## src/rtl/addr_pkg.sv

```systemverilog
// Shared types and helpers for the digit-serial adder addr_seq_ft.
package addr_pkg;

  typedef enum logic [1:0] {IDLE, ADD, CHECK, DONE} state_t;

  // Widest value mod3 can fold. Callers zero-extend their value to this width.
  localparam int MOD3_MAXW = 64;

  // 4 == 1 (mod 3), so summing 2-bit digit pairs preserves the residue.
  function automatic logic [1:0] mod3(input logic [MOD3_MAXW-1:0] v);
    logic [7:0] acc;
    acc = '0;
    for (int i = 0; i < MOD3_MAXW / 2; i++) begin
      acc = acc + {6'b0, v[2*i +: 2]};
    end
    acc = {6'b0, acc[7:6]} + {6'b0, acc[5:4]} + {6'b0, acc[3:2]} + {6'b0, acc[1:0]};
    acc = {6'b0, acc[3:2]} + {6'b0, acc[1:0]};
    acc = {6'b0, acc[3:2]} + {6'b0, acc[1:0]};
    return (acc[1:0] == 2'd3) ? 2'd0 : acc[1:0];
  endfunction

endpackage

```

## src/rtl/addr_slice.sv

```systemverilog
// CHUNK-bit combinational adder slice, time-shared by addr_seq_ft.
module addr_slice #(
  parameter int CHUNK = 2
) (
  input  logic [CHUNK-1:0] a,
  input  logic [CHUNK-1:0] b,
  input  logic             cin,
  output logic [CHUNK-1:0] s,
  output logic             cout
);

  assign {cout, s} = {1'b0, a} + {1'b0, b} + {{CHUNK{1'b0}}, cin};

endmodule

```

## src/rtl/addr_seq_ft.sv

```systemverilog
// Digit-serial WIDTH-bit adder, CHUNK bits per cycle, with optional mod-3
// residue check enabled by the ADDR_RESIDUE_CHECK_EN macro.
module addr_seq_ft
  import addr_pkg::*;
#(
  parameter int WIDTH = 8,
  parameter int CHUNK = 2
) (
  input  logic             clk,
  input  logic             rst_n,
  input  logic             in_valid,
  output logic             in_ready,
  input  logic [WIDTH-1:0] a,
  input  logic [WIDTH-1:0] b,
  input  logic             inj_en,
  output logic             out_valid,
  input  logic             out_ready,
  output logic [WIDTH:0]   sum,
  output logic             err,
  output logic             busy
);

  localparam int NSLICE = WIDTH / CHUNK;
  localparam int CW     = (NSLICE > 1) ? $clog2(NSLICE) : 1;

  generate
    if (CHUNK < 1 || WIDTH % CHUNK != 0) begin : g_bad_chunk
      $error("addr_seq_ft: WIDTH must be a non-zero multiple of CHUNK");
    end
  endgenerate

  state_t           state_q, state_d;
  logic [WIDTH-1:0] a_q, b_q;
  logic             inj_q, carry_q;
  logic [CW-1:0]    cnt_q;
  logic [WIDTH:0]   sum_q;
  logic [CHUNK-1:0] sl_a, sl_b, sl_s, sl_w;
  logic             sl_c, last_slice;

  // Handshakes: a transfer happens on a rising edge where valid && ready.
  // in_ready is high only in IDLE; out_valid only in DONE, where sum/err
  // stay frozen until out_ready completes the transfer.
  assign in_ready   = (state_q == IDLE);
  assign out_valid  = (state_q == DONE);
  assign busy       = (state_q != IDLE);
  assign sum        = sum_q;
  assign last_slice = (cnt_q == CW'(NSLICE - 1));

  always_comb begin
    sl_a = a_q[int'(cnt_q)*CHUNK +: CHUNK];
    sl_b = b_q[int'(cnt_q)*CHUNK +: CHUNK];
    sl_w = sl_s;
    sl_w[0] = sl_s[0] ^ (inj_q && (cnt_q == '0));
  end

  addr_slice #(.CHUNK(CHUNK)) u_slice (
    .a    (sl_a),
    .b    (sl_b),
    .cin  (carry_q),
    .s    (sl_s),
    .cout (sl_c)
  );

  always_ff @(posedge clk or negedge rst_n) begin
    if (!rst_n) state_q <= IDLE;
    else        state_q <= state_d;
  end

  always_comb begin
    state_d = state_q;
    case (state_q)
      IDLE:  if (in_valid) state_d = ADD;
`ifdef ADDR_RESIDUE_CHECK_EN
      ADD:   if (last_slice) state_d = CHECK;
`else
      ADD:   if (last_slice) state_d = DONE;
`endif
      CHECK: state_d = DONE;
      DONE:  if (out_ready) state_d = IDLE;
      default: state_d = IDLE;
    endcase
  end

  always_ff @(posedge clk or negedge rst_n) begin
    if (!rst_n) begin
      a_q     <= '0;
      b_q     <= '0;
      inj_q   <= 1'b0;
      carry_q <= 1'b0;
      cnt_q   <= '0;
      sum_q   <= '0;
    end else begin
      case (state_q)
        IDLE: if (in_valid) begin
          a_q     <= a;
          b_q     <= b;
          inj_q   <= inj_en;
          carry_q <= 1'b0;
          cnt_q   <= '0;
          sum_q   <= '0;
        end
        ADD: begin
          sum_q[int'(cnt_q)*CHUNK +: CHUNK] <= sl_w;
          carry_q <= sl_c;
          cnt_q   <= cnt_q + 1'b1;
          if (last_slice) sum_q[WIDTH] <= sl_c;
        end
        default: ;
      endcase
    end
  end

`ifdef ADDR_RESIDUE_CHECK_EN
  generate
    if (WIDTH + 1 > MOD3_MAXW) begin : g_bad_width
      $error("addr_seq_ft: residue check supports WIDTH up to 63");
    end
  endgenerate

  logic       err_q;
  logic [1:0] res_a, res_b, res_s, res_ab;
  logic [2:0] res_sum;

  always_comb begin
    res_a   = mod3(MOD3_MAXW'(a_q));
    res_b   = mod3(MOD3_MAXW'(b_q));
    res_s   = mod3(MOD3_MAXW'(sum_q));
    res_sum = {1'b0, res_a} + {1'b0, res_b};
    res_ab  = (res_sum >= 3'd3) ? 2'(res_sum - 3'd3) : res_sum[1:0];
  end

  always_ff @(posedge clk or negedge rst_n) begin
    if (!rst_n)                                err_q <= 1'b0;
    else if (state_q == CHECK)                 err_q <= (res_ab != res_s);
    else if (state_q == DONE && out_ready)     err_q <= 1'b0;
  end

  assign err = err_q;
`else
  assign err = 1'b0;
`endif

endmodule

```

## config.mk

```make
export PLATFORM = sky130hd
export DESIGN_NAME = addr_seq_ft
export DESIGN_NICKNAME = d
export VERILOG_FILES = /design/src/rtl/addr_pkg.sv /design/src/rtl/addr_slice.sv /design/src/rtl/addr_seq_ft.sv
export SDC_FILE = /design/constraint.sdc
export NUM_CORES = 1
export LEC_CHECK = 0
export ABC_AREA = 1
export CORE_ASPECT_RATIO = 0.9
export CORE_UTILIZATION = 50
export CTS_CLUSTER_DIAMETER = 120
export DETAILED_ROUTE_END_ITERATION = 8
export PLACE_DENSITY = 0.77
export REMOVE_ABC_BUFFERS = 1
export SLEW_MARGIN = 15
export SYNTH_ARGS = -nofsm -noshare
export SYNTH_HDL_FRONTEND = slang
export SYNTH_SLANG_ARGS = --single-unit
```

## constraint.sdc

```tcl
create_clock -name clk -period 3 [get_ports clk]
set_input_delay 0.9 -clock clk [delete_from_list [all_inputs] [get_ports clk]]
set_output_delay 0.9 -clock clk [all_outputs]
set_load 0.01 [all_outputs]
```

==> metrics.csv, run 1 <==
metric;value;unit
vias;1338;
drc;0;
cts_resized;0;
p_int;1.11;mW
mostFrequentLayoutCell;nand2_1;
seq_area_frac_synth;0.472;
worstPathCellList;inv_1 > o21ai_0 > o22ai_1 > fa_1 > inv_1 > fa_1 > or2_2 > nor2_1 > nand4_1 > nand2_1;
slowest_stage;dfrtp_1;
fin_nets;267;
syn_inst;201;
clock-sinks;31;
dp_hpwl;2250;µm
fin_cells;279;
synth_area_leader_cell;dfrtp_1;
yosysTopAreaCellShare;0.472;
worstHoldPathCells;2;
min_to;a_q[3]$_DFFE_PN0P_;
gp_congestion;0.818;
cp_data_required_time;3.27;ns
antennaDiodeCount;0;
grt_usage;0.200;
worst-path-max-fanout;13;
grt_pass1_vias;1271;
slew_violations;0;
yosys_register_bits;31;
dieArea;3520;µm²
cts_made_buffers;5;
r2r_slack;0.33;ns
cp_num_buf_inv;2;
fin_util;0.669;
antenna_found_initial;0;
cp-start-kind;flip-flop;
clk_latency;0.33;ns
reg2reg_from;cnt_q[0]$_DFFE_PN0P_;
io_pins;34;
clock-root-buffer;clkbuf_4;
rsz0062_at_grt;false;
combinationalPowerShare;0.512;
setup_tns;0;ns
first_pass_iters;4;
ys_types;26;
viasPerCell;4.80;
syn_area;1640;µm²
setup_viol;0;
ctsHoldBuffers;0;
cts_buffer_depth;2;
area_delta_synth_final;25.7;%
period_needed;2.67;ns
drive_above_1_share;0.101;
skew;0.00664;ns
ant_nets;0;
path_clk_slew;0.10;ns
io_buffers;32;
num_rows;19;
routed_wl;2970;µm
pwr-share-clk;0.144;
switchingPower;869;µW
fmax;374;MHz
h-tree-depth;2;
endpoint_kind;flip-flop;
routedWlPerCell;10.6;µm
initial_utilization;0.532;
synth.area.top_cells;dfrtp_1, nand2_1, ha_1, o21ai_0, inv_1;
die_y;56.4;µm
r2r-end;sum[3]$_DFFE_PN0P_;
leakage;1.03;nW
avgSynthCellArea;8.18;µm²
cap_violations;0;
grt_pass1_wl;5390;µm
hold_viol;0;
cts_tree;built;
setup_slack;0.327;ns
reg2regPathDepth;10;
cp_num_cells;10;
finalCritPeriodShare;0.891;
grt_max_degree;32;
vdd_ir_drop_max;0.444;mV
drtIter0Drc;67;
cts_setup_buffers;0;
seqPwrFrac;0.344;
critPathMaxStageDelay;0.57;ns
dp_cells;271;
status;finished clean;
holdWs;0.486;ns
hp-start;a_q[3]$_DFFE_PN0P_;
powerDensity;957;nW/µm²
ys_warn_count;0;
grt-ovfl-total;0;
critical_path_class;reg -> reg;
hp-class;reg -> reg;
core_area;3090;µm²
dpl_worst_slack;0.338;ns
die_w;62.4;µm
switching_share;0.439;
critical-path-top-delay-family;adder cells;
cp.arrival;2.95;ns
final_cell_mix;nand2_1, clkdlybuf4s50_1, dfrtp_1;
==> cell families (layout without fill, tap and decap cells) <==
| family | after synthesis | count (layout) | share of synthesized area |
|---|---|---|---|
| AND/OR/NAND/NOR | 106 | 106 | 0.260 |
| flip-flops | 31 | 31 | 0.472 |
| AO/OA/AOI/OAI | 29 | 29 | 0.114 |
| buffers and inverters | 23 | 59 | 0.0616 |
| adder cells (fa/ha/maj) | 10 | 10 | 0.0852 |
| other | 1 | 1 | 0.00228 |
| XOR/XNOR | 1 | 1 | 0.00533 |
==> cell usage after synthesis <==
library cell and count:
buf_4 2, buf_6 1, clkbuf_1 3, conb_1 1, dfrtp_1 31, fa_1 2, ha_1 8, inv_1 14
inv_2 3, nand2_1 80, nand2_2 2, nand2_4 1, nand3_1 4, nand4_1 2, nor2_1 14, nor2_2 1
nor3_1 1, o211ai_1 1, o21ai_0 17, o21ai_1 1, o21ai_2 5, o21ai_4 1, o22a_1 2, o22ai_1 2
or2_2 1, xor2_1 1
==> worst reg2reg max path, cell delays in order (launching register included) <==
cell     delay, ns
dfrtp_1       0.57
inv_1         0.18
o21ai_0       0.19
o22ai_1       0.12
fa_1          0.40
inv_1         0.07
fa_1          0.44
or2_2         0.33
nor2_1        0.12
nand4_1       0.10
nand2_1       0.09
==> flip-flops by register name, summed over array words and instances (netlist names) <==
name and count:
a_q 8, b_q 8, carry_q 1, cnt_q 2
inj_q 1, state_q 2, sum 9
==> layout make-up <==
| class | count | area (µm²) |
|---|---|---|
| fillers | 288 | 1020 |
| inverters | 17 | 63.8 |
| clock buffers | 7 | 65.1 |
| flip-flops and latches | 31 | 776 |
| multi-input cells | 147 | 767 |
| repair buffers | 34 | 335 |
| well taps | 42 | 52.6 |
| clock inverters | 1 | 7.51 |
==> power groups by stage <==
stage	Clock (mW)	Combinational, mW	Sequential [mW]
after global routing	0.311	1.16	0.702
after detailed placement	0	1.02	0.687
final	0.285	1.01	0.680
after CTS	0.290	1.02	0.679
after global placement	0	0.995	0.685
after floorplan	0	0.741	0.660
==> metrics by stage <==
stage                     cell area, µm²  power [mW]
after floorplan                     1610        1.40
after global placement              1990        1.68
after detailed placement            1990        1.71
after CTS                           2070        1.99
after global routing                2070        2.18
final                               2070        1.98
==> routing by layer <==
| metal | part of all wire | track usage | vias up | routed length [µm] |
|---|---|---|---|---|
| met2 | 0.46 | 0.321 | 28 | 1370 |
| met5 | 0 | 0 | - | 0 |
| met4 | 0.0084 | 0.0498 | 0 | 25 |
| li1 | - | - | 697 | - |
| met3 | 0.041 | 0.0732 | 5 | 121 |
| met1 | 0.49 | 0.256 | 608 | 1450 |
==> worst max path at each step <==
stage                    startpoint                  to  slack [ns]
2_1_floorplan  cnt_q[0]$_DFFE_PN0P_  sum[3]$_DFFE_PN0P_        0.50
3_3_place_gp   cnt_q[0]$_DFFE_PN0P_  sum[3]$_DFFE_PN0P_        0.45
3_5_place_dp   cnt_q[0]$_DFFE_PN0P_  sum[3]$_DFFE_PN0P_        0.34
4_1_cts        cnt_q[0]$_DFFE_PN0P_  sum[3]$_DFFE_PN0P_        0.31
5_1_grt        cnt_q[0]$_DFFE_PN0P_  sum[3]$_DFFE_PN0P_        0.09
6_report       cnt_q[0]$_DFFE_PN0P_  sum[3]$_DFFE_PN0P_        0.33
No activity file was read; power rests on OpenSTA's default activity.
==> inputs of run 2 (changes only) <==
--- a/config.mk
+++ b/config.mk
@@ -7,12 +7,14 @@
 export LEC_CHECK = 0
 export ABC_AREA = 1
 export CORE_ASPECT_RATIO = 0.9
-export CORE_UTILIZATION = 50
+export CORE_UTILIZATION = 46
 export CTS_CLUSTER_DIAMETER = 120
 export DETAILED_ROUTE_END_ITERATION = 8
-export PLACE_DENSITY = 0.77
+export PLACE_DENSITY = 0.75
 export REMOVE_ABC_BUFFERS = 1
+export SETUP_SLACK_MARGIN = 0.2
 export SLEW_MARGIN = 15
 export SYNTH_ARGS = -nofsm -noshare
 export SYNTH_HDL_FRONTEND = slang
+export SYNTH_HIERARCHICAL = 1
 export SYNTH_SLANG_ARGS = --single-unit
==> constraint.sdc (replaced) <==
create_clock -name clk -period 2.19 [get_ports clk]
set_input_delay 0.657 -clock clk [delete_from_list [all_inputs] [get_ports clk]]
set_output_delay 0.657 -clock clk [all_outputs]
set_load 0.01 [all_outputs]
==> run 2 against run 1 <==
Against the previous run: flip-flop and latch count stayed put; final area is 12% higher; non-clock buffer count up 16; clock-buffer cell count increased by 1; register-to-register slack worse by 0.22 ns; die area grew 8.7%; critical path type unchanged; largest power group unchanged.
==> metrics.csv, run 2 <==
metric;value;unit
antennaDiodeCount;0;
switchingPower;1.52;mW
fin_nets;260;
synthArstFlopShare;1.00;
r2r-end;sum[3]$_DFFE_PN0P_;
design_area;2320;µm²
switching_share;0.435;
endpoint_kind;flip-flop;
synth_area_leader_cell;dfrtp_1;
first_pass_iters;4;
cts_made_buffers;5;
largest_reg_flops;9;
fmax;481;MHz
rsz0062_at_grt;true;
status;finished clean;
final_cell_mix;dfrtp_1, clkdlybuf4s50_1, nand2_1;
worst-path-max-fanout;6;
multi_input_area;852;µm²
vdd_ir_drop_max;0.707;mV
dpl-instance-area;2070;µm²
avgSynthCellArea;9.48;µm²
core_area;3400;µm²
fin_cells;272;
viasPerCell;5.10;
cp.arrival;2.25;ns
syn_area;1650;µm²
regArea;776;µm²
drc;0;
path_clk_slew;0.07;ns
grt_usage;0.213;
initial_utilization;0.485;
yosys_register_bits;31;
seqPwrFrac;0.270;
gp_congestion;0.826;
clock-sinks;31;
io_buffers;32;
p_int;1.98;mW
leakage;1.09;nW
dp_hpwl;2500;µm
skew;0.00921;ns
min_to;sum[8]$_DFFE_PN0P_;
cts_buffer_depth;2;
vias;1388;
clock-root-buffer;clkbuf_8;
grt_pass1_vias;1423;
powerDensity;1510;nW/µm²
drtIter0Drc;40;
combinationalPowerShare;0.591;
clk_latency;0.28;ns
syn_inst;174;
dieArea;3830;µm²
grt_pass1_wl;6130;µm
cp-start-kind;flip-flop;
worstHoldPathCells;2;
seq_area_frac_synth;0.470;
synth.area.top_cells;dfrtp_1, mux2_2, ha_1, o21ai_0, nand2_1;
grt_max_degree;32;
routedWlPerCell;13.3;µm
dp_cells;256;
r2r_slack;0.11;ns
cap_violations;0;
routed_wl;3620;µm
grt-ovfl-total;0;
slew_violations;0;
cp_data_required_time;2.36;ns
synth_edf_count;0;
ant_nets;0;
area_delta_synth_final;40.7;%
cts_tree;built;
synthTopCellsByCount;dfrtp_1, nand2_1, o21ai_0, inv_1, nor2_1;
ys_warn_count;6;
io_pins;34;
antenna_found_initial;0;
fill_cells;265;
hp-class;reg -> reg;
critical_path_class;reg -> reg;
hold_viol;0;
die_w;65.1;µm
synth_top_flop_cell;dfrtp_1;
num_rows;20;
hp-start;sum[8]$_DFFE_PN0P_;
pwr-share-clk;0.139;
drive_above_1_share;0.316;
yosysMostFrequentCell;dfrtp_1;
setup_viol;0;
ctsHoldBuffers;0;
mostFrequentLayoutCell;dfrtp_1;
period_needed;2.08;ns
die_y;58.8;µm
reg2regPathDepth;9;
ys_types;23;
reg2reg_from;cnt_q[0]$_DFFE_PN0P_;
yosysTopAreaCellShare;0.470;
h-tree-depth;2;
finalPower;3.50;mW
finalCritPeriodShare;0.949;
==> run 2: critical path, stage by stage (launching register included) <==
cell     delay (ns)
dfrtp_1        0.41
inv_2          0.13
nor2_1         0.06
o22ai_1        0.17
inv_1          0.09
fa_2           0.37
fa_2           0.56
inv_4          0.06
nand3_4        0.06
o21ai_2        0.05
==> run 2: power groups by stage <==
stage	Sequential, mW	Combinational [mW]	Clock [mW]
6_report	0.945	2.07	0.488
4_1_cts	0.942	1.78	0.496
5_1_grt	0.966	2.28	0.528
2_1_floorplan	0.933	1.01	0
3_3_place_gp	0.946	1.45	0
3_5_place_dp	0.961	1.50	0
==> run 2: worst max path at each step <==
stage / slack, ns / start / endpoint / cells past startpoint
2_1_floorplan: -0.11 / cnt_q[0]$_DFFE_PN0P_ / sum[3]$_DFFE_PN0P_ / 9
3_5_place_dp: -0.11 / cnt_q[0]$_DFFE_PN0P_ / sum[3]$_DFFE_PN0P_ / 9
3_3_place_gp: 0.06 / cnt_q[0]$_DFFE_PN0P_ / sum[3]$_DFFE_PN0P_ / 9
5_1_grt: 0.003 / cnt_q[0]$_DFFE_PN0P_ / sum[7]$_DFFE_PN0P_ / 10
4_1_cts: 0.09 / cnt_q[0]$_DFFE_PN0P_ / sum[3]$_DFFE_PN0P_ / 10
6_report: 0.11 / cnt_q[0]$_DFFE_PN0P_ / sum[3]$_DFFE_PN0P_ / 9
==> run 2: what timing repair did <==
action,4_1_cts,5_1_grt
setup buffers,8,0
gates resized for setup,24,16
pin swaps,13,11
cloned,0,0
endpoints found under the setup margin,13,12
==> run 2: area by class of cell <==
cell class / count / area share
tap: 44 / 0.0237
multi-input combinational: 118 / 0.367
sequential: 31 / 0.334
inverter: 21 / 0.0350
timing repair buffer: 50 / 0.197
clock buffer: 8 / 0.0431
==> run 2: cell families (layout without fill, tap and decap cells) <==
logic type | count (synthesis) | in the layout | share of synthesized area
adders and majority gates | 12 | 12 | 0.100
DFF | 31 | 31 | 0.470
other | 1 | 1 | 0.00227
AOI/OAI and AO/OA | 30 | 30 | 0.0979
buffers and inverters | 25 | 79 | 0.0637
and+or+nand+nor | 58 | 58 | 0.149
muxes | 17 | 17 | 0.116
==> run 2: layer usage <==
layer | vias up | share of wire | track usage
met2 | 41 | 0.53 | 0.384
met1 | 656 | 0.40 | 0.236
li1 | 677 | - | -
met4 | 0 | 0.033 | 0.102
met3 | 14 | 0.045 | 0.0543
met5 | - | 0 | 0
==> run 2: per-stage QoR <==
stage / setup TNS, ns / utilization / hold WS (ns) / setup slack (ns)
5_1_grt: 0 / 0.682 / 0.505 / 0.00270
2_1_floorplan: -0.284 / - / 0.361 / -0.108
4_1_cts: 0 / 0.666 / 0.486 / 0.0894
6_report: 0 / 0.682 / 0.485 / 0.112
3_3_place_gp: 0 / 0.609 / 0.462 / 0.0646
3_5_place_dp: -0.129 / 0.609 / 0.469 / -0.112
